### src/rtl/days_detector.sv
// Month-length classifier for the Darian Martian calendar.
// Registered outputs update one cycle after a qualified month/leap-year input.
module days_detector #(
  parameter int MONTHS    = 24,
  parameter int QUARTER   = 6,
  parameter int LONG_SOLS = 28
) (
  input  logic       clk,
  input  logic       rst,
  input  logic       valid_in,
  input  logic [4:0] m,
  input  logic       LY,
  output logic       d27,
  output logic       d28,
  output logic [4:0] days,
  output logic       invalid,
  output logic       valid_out
);

  logic [5:0] mp1;
  logic       last_of_qtr;
  logic       is_long;
  logic       is_short;
  logic       is_bad;
  logic [4:0] nxt_days;

  assign mp1         = {1'b0, m} + 6'd1;
  assign last_of_qtr = ((32'(mp1) % QUARTER) == 0);

  // The final month of the year regains its 28th sol in a leap year.
  always_comb begin
    is_long  = 1'b0;
    is_short = 1'b0;
    is_bad   = 1'b0;
    if (32'(m) >= MONTHS)
      is_bad = 1'b1;
    else if (last_of_qtr && !((32'(m) == MONTHS - 1) && LY))
      is_short = 1'b1;
    else
      is_long = 1'b1;
  end

  always_comb begin
    nxt_days = 5'd0;
    if (is_long)       nxt_days = 5'(LONG_SOLS);
    else if (is_short) nxt_days = 5'(LONG_SOLS - 1);
  end

  always_ff @(posedge clk) begin
    if (rst) begin
      d27       <= 1'b0;
      d28       <= 1'b0;
      days      <= 5'd0;
      invalid   <= 1'b0;
      valid_out <= 1'b0;
    end else begin
      valid_out <= valid_in;
      if (valid_in) begin
        d27     <= is_short;
        d28     <= is_long;
        days    <= nxt_days;
        invalid <= is_bad;
      end
    end
  end

endmodule

### config.mk
export PLATFORM = sky130hd
export DESIGN_NAME = days_detector
export DESIGN_NICKNAME = d
export VERILOG_FILES = /design/src/rtl/days_detector.sv
export SDC_FILE = /design/constraint.sdc
export NUM_CORES = 1
export LEC_CHECK = 0
export ABC_AREA = 1
export BUFFER_PORTS_ARGS = -buffer_cell sky130_fd_sc_hd__buf_2
export CAP_MARGIN = 40
export CORE_AREA = 2 2 39 41
export DETAILED_ROUTE_END_ITERATION = 8
export DIE_AREA = 0 0 41 43
export GPL_TIMING_DRIVEN = 0
export PLACE_DENSITY_LB_ADDON = 0.08
export RECOVER_POWER = 50
export SLEW_MARGIN = 20
export SYNTH_ARGS = -nofsm -noshare
export SYNTH_HDL_FRONTEND = slang
export SYNTH_SLANG_ARGS = --single-unit
### constraint.sdc
create_clock -name clk -period 7.65 [get_ports clk]
set_input_delay 1.53 -clock clk [delete_from_list [all_inputs] [get_ports clk]]
set_output_delay 1.53 -clock clk [all_outputs]
set_load 0.1 [all_outputs]
# Word-level counts from Yosys, hierarchy flattened
# Index checks and enable logic that the tools add are counted.
# totals
reg_bits,9
in_bits,9
out_inout_bits,9
word_cells,20
# op_classes
addsub,1
div_mod_pow,1
n_lt_le_gt_ge,1
eq_ne,1
muxes,7
reduce_logical,4
# ops
operator,count
32-bit zero test,1
6-bit by 3-bit modulo with 32-bit output (second input constant),1
5-bit two-way mux,2
5-bit by 1-bit adder with 6-bit output (second input constant),1
5-bit == test (second input constant),1
5-bit greater-or-equal comparator (second input constant),1
1-bit two-way mux,5
1-bit logical AND,2
1-bit zero test,1

# Logic depth before layout (Yosys ltp)
# Gate-level depths: netlist of the first run.
# logic_depth
depth_word,8
mapped_depth,23
ltp_nobuf,23

# Least setup slack after synthesis of the first run
# OpenSTA, ideal clock, no wires.
# synth_path
kind,in2reg
startpoint,in m[0]
endpoint,reg days[2]
setup_time_ns,0.117
t_arrival_ns,3.707
required_ns,7.533
path_slack_ns,3.826
cell_stages,22
path_buffers,0
cell_sequence,ha_1 > nand3_1 > nand2_1 > nand2_1 > ha_1 > inv_1 > nand3_1 > nor2_1 > nor2_1 > a21oi_4 > o21bai_2 > nand2_1 > inv_1 > ha_1 > nor2_1 > nand2_1 > nor2_1 > nand3_1 > nand2_1 > nand3_1 > nand2_1 > a21oi_2
# synth_via
elab_chain_cells,7
elab_cells_between_ends,11
cone_classes,add/sub: 1; div: 1; order compare: 1; eq/ne: 1; mux: 3; reduce/logical: 4
# synth_lines
item,line,source
start: declaration,11,"input logic [4:0] m,"
5-bit by 1-bit adder with 6-bit output / 5-bit == test (equally long branches),"27, 37",
6-bit by 3-bit modulo with 32-bit output / 1-bit logical AND (equally long branches),"28, 37",
32-bit zero test / 1-bit zero test (equally long branches),"28, 37",
1-bit logical AND,37,else if (last_of_qtr && !((32'(m) == MONTHS - 1) && LY))
1-bit two-way mux,37,
1-bit two-way mux (*),35,if (32'(m) >= MONTHS)
5-bit two-way mux (*),45,if (is_long) nxt_days = 5'(LONG_SOLS);
end signal: assignment,61,days <= nxt_days;
end: declaration,15,"output logic [4:0] days,"
# Every way passes the cells marked *; elsewhere a longest branch is shown, timed or not.
# A chain may end at the register's enable or synchronous reset.

# Worst setup path in the final report of the first run
# layout_path
startpoint,in m[0]
endpoint,reg d27
# layout_via
elab_chain_cells,6
elab_cells_between_ends,10
cone_classes,add/sub: 1; div: 1; order compare: 1; eq/ne: 1; mux: 2; reduce/logical: 4
# layout_lines
item,line,source
5-bit by 1-bit adder with 6-bit output / 5-bit == test (equally long branches),"27, 37",
6-bit by 3-bit modulo with 32-bit output / 1-bit logical AND (equally long branches),"28, 37",
32-bit zero test / 1-bit zero test (equally long branches),"28, 37",
1-bit logical AND,37,
1-bit two-way mux,37,
1-bit two-way mux (*),35,
end signal: assignment,59,d27 <= is_short;
end: declaration,13,"output logic d27,"
# Marks and branches as above.

==> results of run 1 <==
synthesized netlist by cell type:
library cell / number / area [um2]
o21ai_0: 4 / 20.02
nand2_1: 23 / 86.33
inv_2: 1 / 3.750
nand3_1: 10 / 50.05
nor2_2: 1 / 6.260
xnor2_1: 1 / 8.760
a21oi_1: 3 / 15.01
nand4_1: 4 / 25.02
a21oi_2: 2 / 17.52
dfxtp_1: 5 / 100.1
ha_1: 5 / 62.56
o21ai_1: 3 / 15.01
buf_4: 4 / 30.03
a21oi_4: 1 / 16.27
nor2_1: 12 / 45.04
nor3_1: 2 / 10.01
o21bai_2: 1 / 11.26
nand2_2: 1 / 6.260
inv_1: 17 / 63.81
registers in the layout, indices dropped and copies added (netlist names):
name,cells
invalid,1
days,2
valid_out,1
d27,1
stage by stage:
step | power (W) | setup slack (ps) | std cells | utilization
detailed placement | 0.00008908 | 3404 | 133 | 0.5045
global route | 0.0001291 | 3177 | 137 | 0.5181
finish | 0.0001186 | 3639 | 137 | 0.5181
floorplan | 0.00007828 | 3826 | 100 | -
CTS | 0.0001209 | 3639 | 137 | 0.5235
global placement | 0.00008832 | 3417 | 133 | 0.5045
metal layers:
| layer | vias up | GRT usage |
|---|---|---|
| li1 | 357 | - |
| met1 | 268 | 0.2452 |
| met2 | 12 | 0.2438 |
| met3 | 0 | 0.06283 |
| met4 | 0 | 0.04000 |
| met5 | - | 0 |
layout make-up:
| cell class | count | area share |
|---|---|---|
| plain buffers | 4 | 0.04188 |
| inverters | 18 | 0.09424 |
| multi-input cells | 73 | 0.5515 |
| repair buffers | 17 | 0.1082 |
| well taps | 16 | 0.02792 |
| flip-flops and latches | 5 | 0.1396 |
| clock buffers | 4 | 0.03665 |
cell families (layout without fill, tap and decap cells):
| logic type | Yosys count | count (layout) | share of synthesized area |
|---|---|---|---|
| AND/OR/NAND/NOR | 53 | 53 | 0.3861 |
| buffers and inverters | 22 | 43 | 0.1646 |
| AO/OA/AOI/OAI | 14 | 14 | 0.1603 |
| adder cells (fa/ha/maj) | 5 | 5 | 0.1055 |
| flip-flops | 5 | 5 | 0.1688 |
| XOR/XNOR | 1 | 1 | 0.01477 |
power breakdown:
group / switching [W] / internal (W)
logic: 0.0000435 / 0.0000155
clock network: 0.0000111 / 0.0000197
registers: 0.000000967 / 0.0000278
total: 0.0000556 / 0.0000630
worst max-delay path: stages:
cell	delay, ps
buf_2	150
ha_1	240
nand3_1	140
nand2_1	80
nand2_1	90
ha_1	190
inv_1	50
nand3_1	80
nor2_1	250
nor2_1	130
a21oi_4	160
o21bai_2	90
nand2_1	80
inv_1	50
ha_1	260
nor2_1	100
nand2_1	60
nor2_1	80
nand3_1	70
nand2_1	80
nand4_1	100
a21oi_1	130
layout by cell type, fill, tap and decap left out:
cell	Yosys	routed
nand2_1	23	23
xnor2_1	1	1
buf_4	4	4
a21oi_4	1	1
inv_1	17	17
dfxtp_1	5	5
o21bai_2	1	1
buf_2	0	11
nand3_1	10	10
ha_1	5	5
a21oi_2	2	2
o21ai_0	4	4
nor3_1	2	2
inv_2	1	1
nand2_2	1	1
o21ai_1	3	3
clkbuf_4	0	3
nor2_2	1	1
a21oi_1	3	3
clkbuf_1	0	7
nor2_1	12	12
nand4_1	4	4
worst max path at each step:
stage               slack [ps]  cells after the start  endpoint
global placement          3420                     23   days[2]
finish                    3640                     22       d27
detailed placement        3400                     23   days[2]
floorplan                 3830                     22   days[2]
global route              3180                     22       d27
CTS                       3640                     22       d27
==> results_dict.tcl, run 1 <==
set metrics [dict create \
    fin_skew_ps 0 \
    place_congestion 0.7779 \
    rows 14 \
    clock-root-buffer "clkbuf_4" \
    route.met2.wl_um 528 \
    grt_start_max_net_pins 8 \
    crit_path_end_kind "register" \
    cp-start-kind "primary input" \
    ant_nets 0 \
    syn_area_per_cell_um2 5.931 \
    syn_to_final_growth_pct 20.89 \
    drtPass1Iterations 4 \
    yosysWarnings 0 \
    min_to "days[3]" \
    cts_resized 0 \
    num_antenna_cells 0 \
    slew_viol_final 0 \
    hold_path.class "register to register" \
    finalHoldViolations 0 \
    final_area_um2 716.9 \
    seqCellArea_um2 100.1 \
    port_buffers 17 \
    period_share 0.5244 \
    cts_buffer_depth 2 \
    multiInputGateArea_um2 395.4 \
    r2r-start "invalid" \
    clk_latency_ps 240 \
    synth_nets 114 \
    hp-start "days[3]" \
    antenna_found_initial 0 \
    hold_ws_ps 481.8 \
    hpwl_um 1011 \
    status "complete, no violations" \
    path_clk_slew_ps 50 \
    drt_wl_total_um 1190 \
    ys_ff_latch 5 \
    r2r_slack_ps 7030 \
    setup_viol 0 \
    drc_errors 0 \
    initial_core_util 0.4286 \
    tightest_slew_ps 1161 \
    grt_pass1_wl_um 2125 \
    die_area_mm2 0.001763 \
    leakagePower_nw 0.4007 \
    postCtsSetupRepairBufs 0 \
    path_max_fanout 7 \
    cts_made_buffers 3 \
    pwr_density_cell_mw_per_mm2 165.5 \
    top_layer "met3" \
    core-area_mm2 0.001384 \
    drt-met1-wl_um 616 \
    ys_types 19 \
    grt_pass1_vias 537 \
    rsz0062_at_grt "no" \
    max_cap_violations 0 \
    ir_worst_vdd_v 0.00008672 \
    die_h_um 43 \
    grt_use_total 0.1729 \
    fmax_mhz 249.3 \
    tritoncts "built" \
    dr.first_iter.drc_count 9 \
    whs_path_depth 2 \
    min_period_ps 4011 \
    ioPinCount 18 \
    n_fill_cell 172 \
    cts_sinks 5 \
    finalSetupTns_ps 0 \
    postPlaceCellArea_um2 698.2 \
    netlist_instances 100 \
    wl_met3_um 45 \
    worstReg2RegEnd "invalid" \
    required_ps 7820 \
    final_nets 136 \
    vias_per_cell 4.650 \
    critPathLaunch "m[0]" \
    grt_overflow 0 \
    arrival_ps 4180 \
    seq_area_frac_synth 0.1688 \
    die-width_um 41 \
    vias 637 \
    wire_per_inst_um 8.686 \
    postCtsHoldBufs 0 \
    htree_levels 1 \
    slew_headroom 0.2294 \
    path_class "primary input to register" \
    worst-r2r-cell-count 2 \
    drive_above_1_share 0.2066 \
    netlist_area_um2 593.1 \
]
Power figures use the tool's default switching activity.
==> run 2: changes to the inputs <==
--- a/config.mk
+++ b/config.mk
@@ -5,12 +5,12 @@
 export SDC_FILE = /design/constraint.sdc
 export NUM_CORES = 1
 export LEC_CHECK = 0
-export ABC_AREA = 1
+export ABC_AREA = 0
 export BUFFER_PORTS_ARGS = -buffer_cell sky130_fd_sc_hd__buf_2
 export CAP_MARGIN = 40
-export CORE_AREA = 2 2 39 41
+export CORE_MARGIN = 1
+export CORE_UTILIZATION = 50
 export DETAILED_ROUTE_END_ITERATION = 8
-export DIE_AREA = 0 0 41 43
 export GPL_TIMING_DRIVEN = 0
 export PLACE_DENSITY_LB_ADDON = 0.08
 export RECOVER_POWER = 50
==> constraint.sdc (replaced) <==
create_clock -name clk -period 4.07 [get_ports clk]
set_input_delay 0.814 -clock clk [delete_from_list [all_inputs] [get_ports clk]]
set_output_delay 0.814 -clock clk [all_outputs]
set_load 0.1 [all_outputs]
==> results_dict.tcl, run 2 <==
set metrics [dict create \
    synth_common_cells "nor2_1, nand2_1, a21oi_1" \
    die_area_mm2 0.001547 \
    path_max_fanout 10 \
    synthArstFlopShare 0 \
    synth-main-ff-cell "dfxtp_1" \
    hp-start "invalid" \
    multiInputGateArea_um2 503.0 \
    initial_core_util 0.5356 \
    yosysWarnings 0 \
    postCtsSetupRepairBufs 0 \
    synth_nets 113 \
    status "complete, no violations" \
    finalHoldViolations 0 \
    seqCellArea_um2 100.1 \
    slowest_delay_ps 380 \
    synth_area_leader_cell "dfxtp_1" \
    syn_area_per_cell_um2 7.040 \
    drive_above_1_share 0.2185 \
    fin_skew_ps 0 \
    cts_resized 0 \
    p_int_w 0.0001228 \
    drtPass1Iterations 4 \
    r2r_slack_ps 3310 \
    rows 13 \
    synth-edff-count 0 \
    final_nets 134 \
    crit_chain "clkbuf_1, clkbuf_1, nand3_1, xnor2_1, ha_1, nor2_1, nand4_1, o21ai_0, nand2_1, o221ai_1, ha_1, a21oi_1, o221ai_1, o31ai_1, inv_1, a31o_1" \
    largest_register "days" \
    arrival_ps 3690 \
    min_to "invalid" \
    cts_buffer_depth 2 \
    n_fill_cell 122 \
    seq_area_frac_synth 0.1436 \
    grt_pass1_wl_um 2401 \
    crit_slowest_cell "clkbuf_1" \
    drt_wl_total_um 1551 \
    vias 759 \
    whs_path_depth 2 \
    leakagePower_nw 0.3708 \
    final_area_um2 814.5 \
    ant_nets 0 \
    die_h_um 39.34 \
    postCtsHoldBufs 0 \
    pwr-share-seq 0.240 \
    netlist_instances 99 \
    clk_latency_ps 240 \
    place_congestion 0.8566 \
    required_ps 4200 \
    netlist_area_um2 696.9 \
    clock-root-buffer "clkbuf_4" \
    num_antenna_cells 0 \
    cts_sinks 5 \
    mostFrequentLayoutCell "buf_2" \
    p_sw_frac 0.4577 \
    final_util 0.6260 \
    grt_overflow 0 \
    finalSetupTns_ps 0 \
    cp-start-kind "primary input" \
    ys_types 37 \
    crit_path_end_kind "register" \
    pre_cts_ws_ps 329.2 \
    die-width_um 39.34 \
    ioPinCount 18 \
    pwr-share-comb 0.511 \
    period_share 0.8748 \
    syn_to_final_growth_pct 16.88 \
    setup_viol 0 \
    grt_pass1_vias 549 \
    fmax_mhz 280.9 \
    wire_per_inst_um 11.57 \
    core-area_mm2 0.001301 \
    synth_top_cell_area_share 0.1436 \
    drc_errors 0 \
    pwr-share-clk 0.248 \
    worstReg2RegEnd "d27" \
    ir_worst_vdd_v 0.0003087 \
    p_sw_w 0.0001037 \
    port_buffers 16 \
    ys_top_cells_by_area "dfxtp_1, ha_1, buf_4" \
    hold_path.class "register to register" \
    r2r-start "d27" \
    slew_headroom 0.2284 \
    synth.most_common_cell "nor2_1" \
    max_cap_violations 0 \
    vias_per_cell 5.664 \
    htree_levels 1 \
    tightest_slew_ps 1162 \
    dr.first_iter.drc_count 14 \
    hpwl_um 1165 \
    path_class "primary input to register" \
    pwr_density_cell_mw_per_mm2 278.1 \
    grt_start_max_net_pins 11 \
    min_period_ps 3560 \
    postPlaceCellArea_um2 795.8 \
    fin_ws_ps 509.7 \
    antenna_found_initial 0 \
    cts_made_buffers 3 \
    tritoncts "built" \
    ys_ff_latch 5 \
    rsz0062_at_grt "no" \
    final_cell_mix "buf_2, nor2_1, nand2_1, clkbuf_1, a21oi_1" \
    largest_register_ffs 2 \
    worst-r2r-cell-count 2 \
    grt_use_total 0.2284 \
    path_clk_slew_ps 40 \
    slew_viol_final 0 \
]
[run 2: worst max-delay path by stage]
| stage | startpoint | end | slack, ps | depth (start not counted) |
|---|---|---|---|---|
| 6_report | m[3] | d27 | 510 | 16 |
| 5_1_grt | m[3] | d27 | 260 | 16 |
| 4_1_cts | m[0] | d27 | 570 | 18 |
| 3_5_place_dp | m[0] | d27 | 330 | 18 |
| 3_3_place_gp | m[0] | d27 | 330 | 18 |
| 2_1_floorplan | m[0] | d27 | 830 | 17 |
[run 2: cell type report]
cell class / instances / share of cell area
repair buffers: 16 / 0.09063
inverters: 5 / 0.02304
flip-flops and latches: 5 / 0.1229
clock buffers: 4 / 0.03226
plain buffers: 11 / 0.09063
multi-input cells: 78 / 0.6175
well taps: 15 / 0.02304
[run 2: cell families after synthesis]
family / synth area share
compound gates: 0.2819
xor+xnor: 0.02514
fa+ha+maj: 0.08977
buf+inv: 0.1346
flops: 0.1436
mux: 0.01436
simple gates: 0.3106
[run 2: metal layers]
metal / global-route usage / up-vias / wire length, um
li1: - / 393 / -
met1: 0.3720 / 349 / 824
met2: 0.2875 / 17 / 646
met3: 0.08523 / 0 / 80
met4: 0 / 0 / 0
met5: 0 / - / 0
[run 2: through the flow]
step                std cells  hold slack (ps)  power (W)
CTS                       134            498.6  0.0002290
global route              134            534.9  0.0002429
global placement          130            474.7  0.0001698
detailed placement        130            493.4  0.0001714
floorplan                  99            886.4  0.0001499
finish                    134            499.1  0.0002265
[run 2: power by group through the flow]
stage	clock network (W)	registers, W	logic [W]
finish	0.0000563	0.0000544	0.000116
global route	0.0000622	0.0000549	0.000126
CTS	0.0000582	0.0000543	0.000116
detailed placement	0	0.0000552	0.000116
global placement	0	0.0000550	0.000115
floorplan	0	0.0000792	0.0000708
[run 2: worst max-delay path: cells and delay by family]
family                   cells  cell delay, ps
AND/OR/NAND/NOR              4             390
AO/OA/AOI/OAI                6            1040
adder cells (fa/ha/maj)      2             530
buffers and inverters        3             750
XOR/XNOR                     1             150
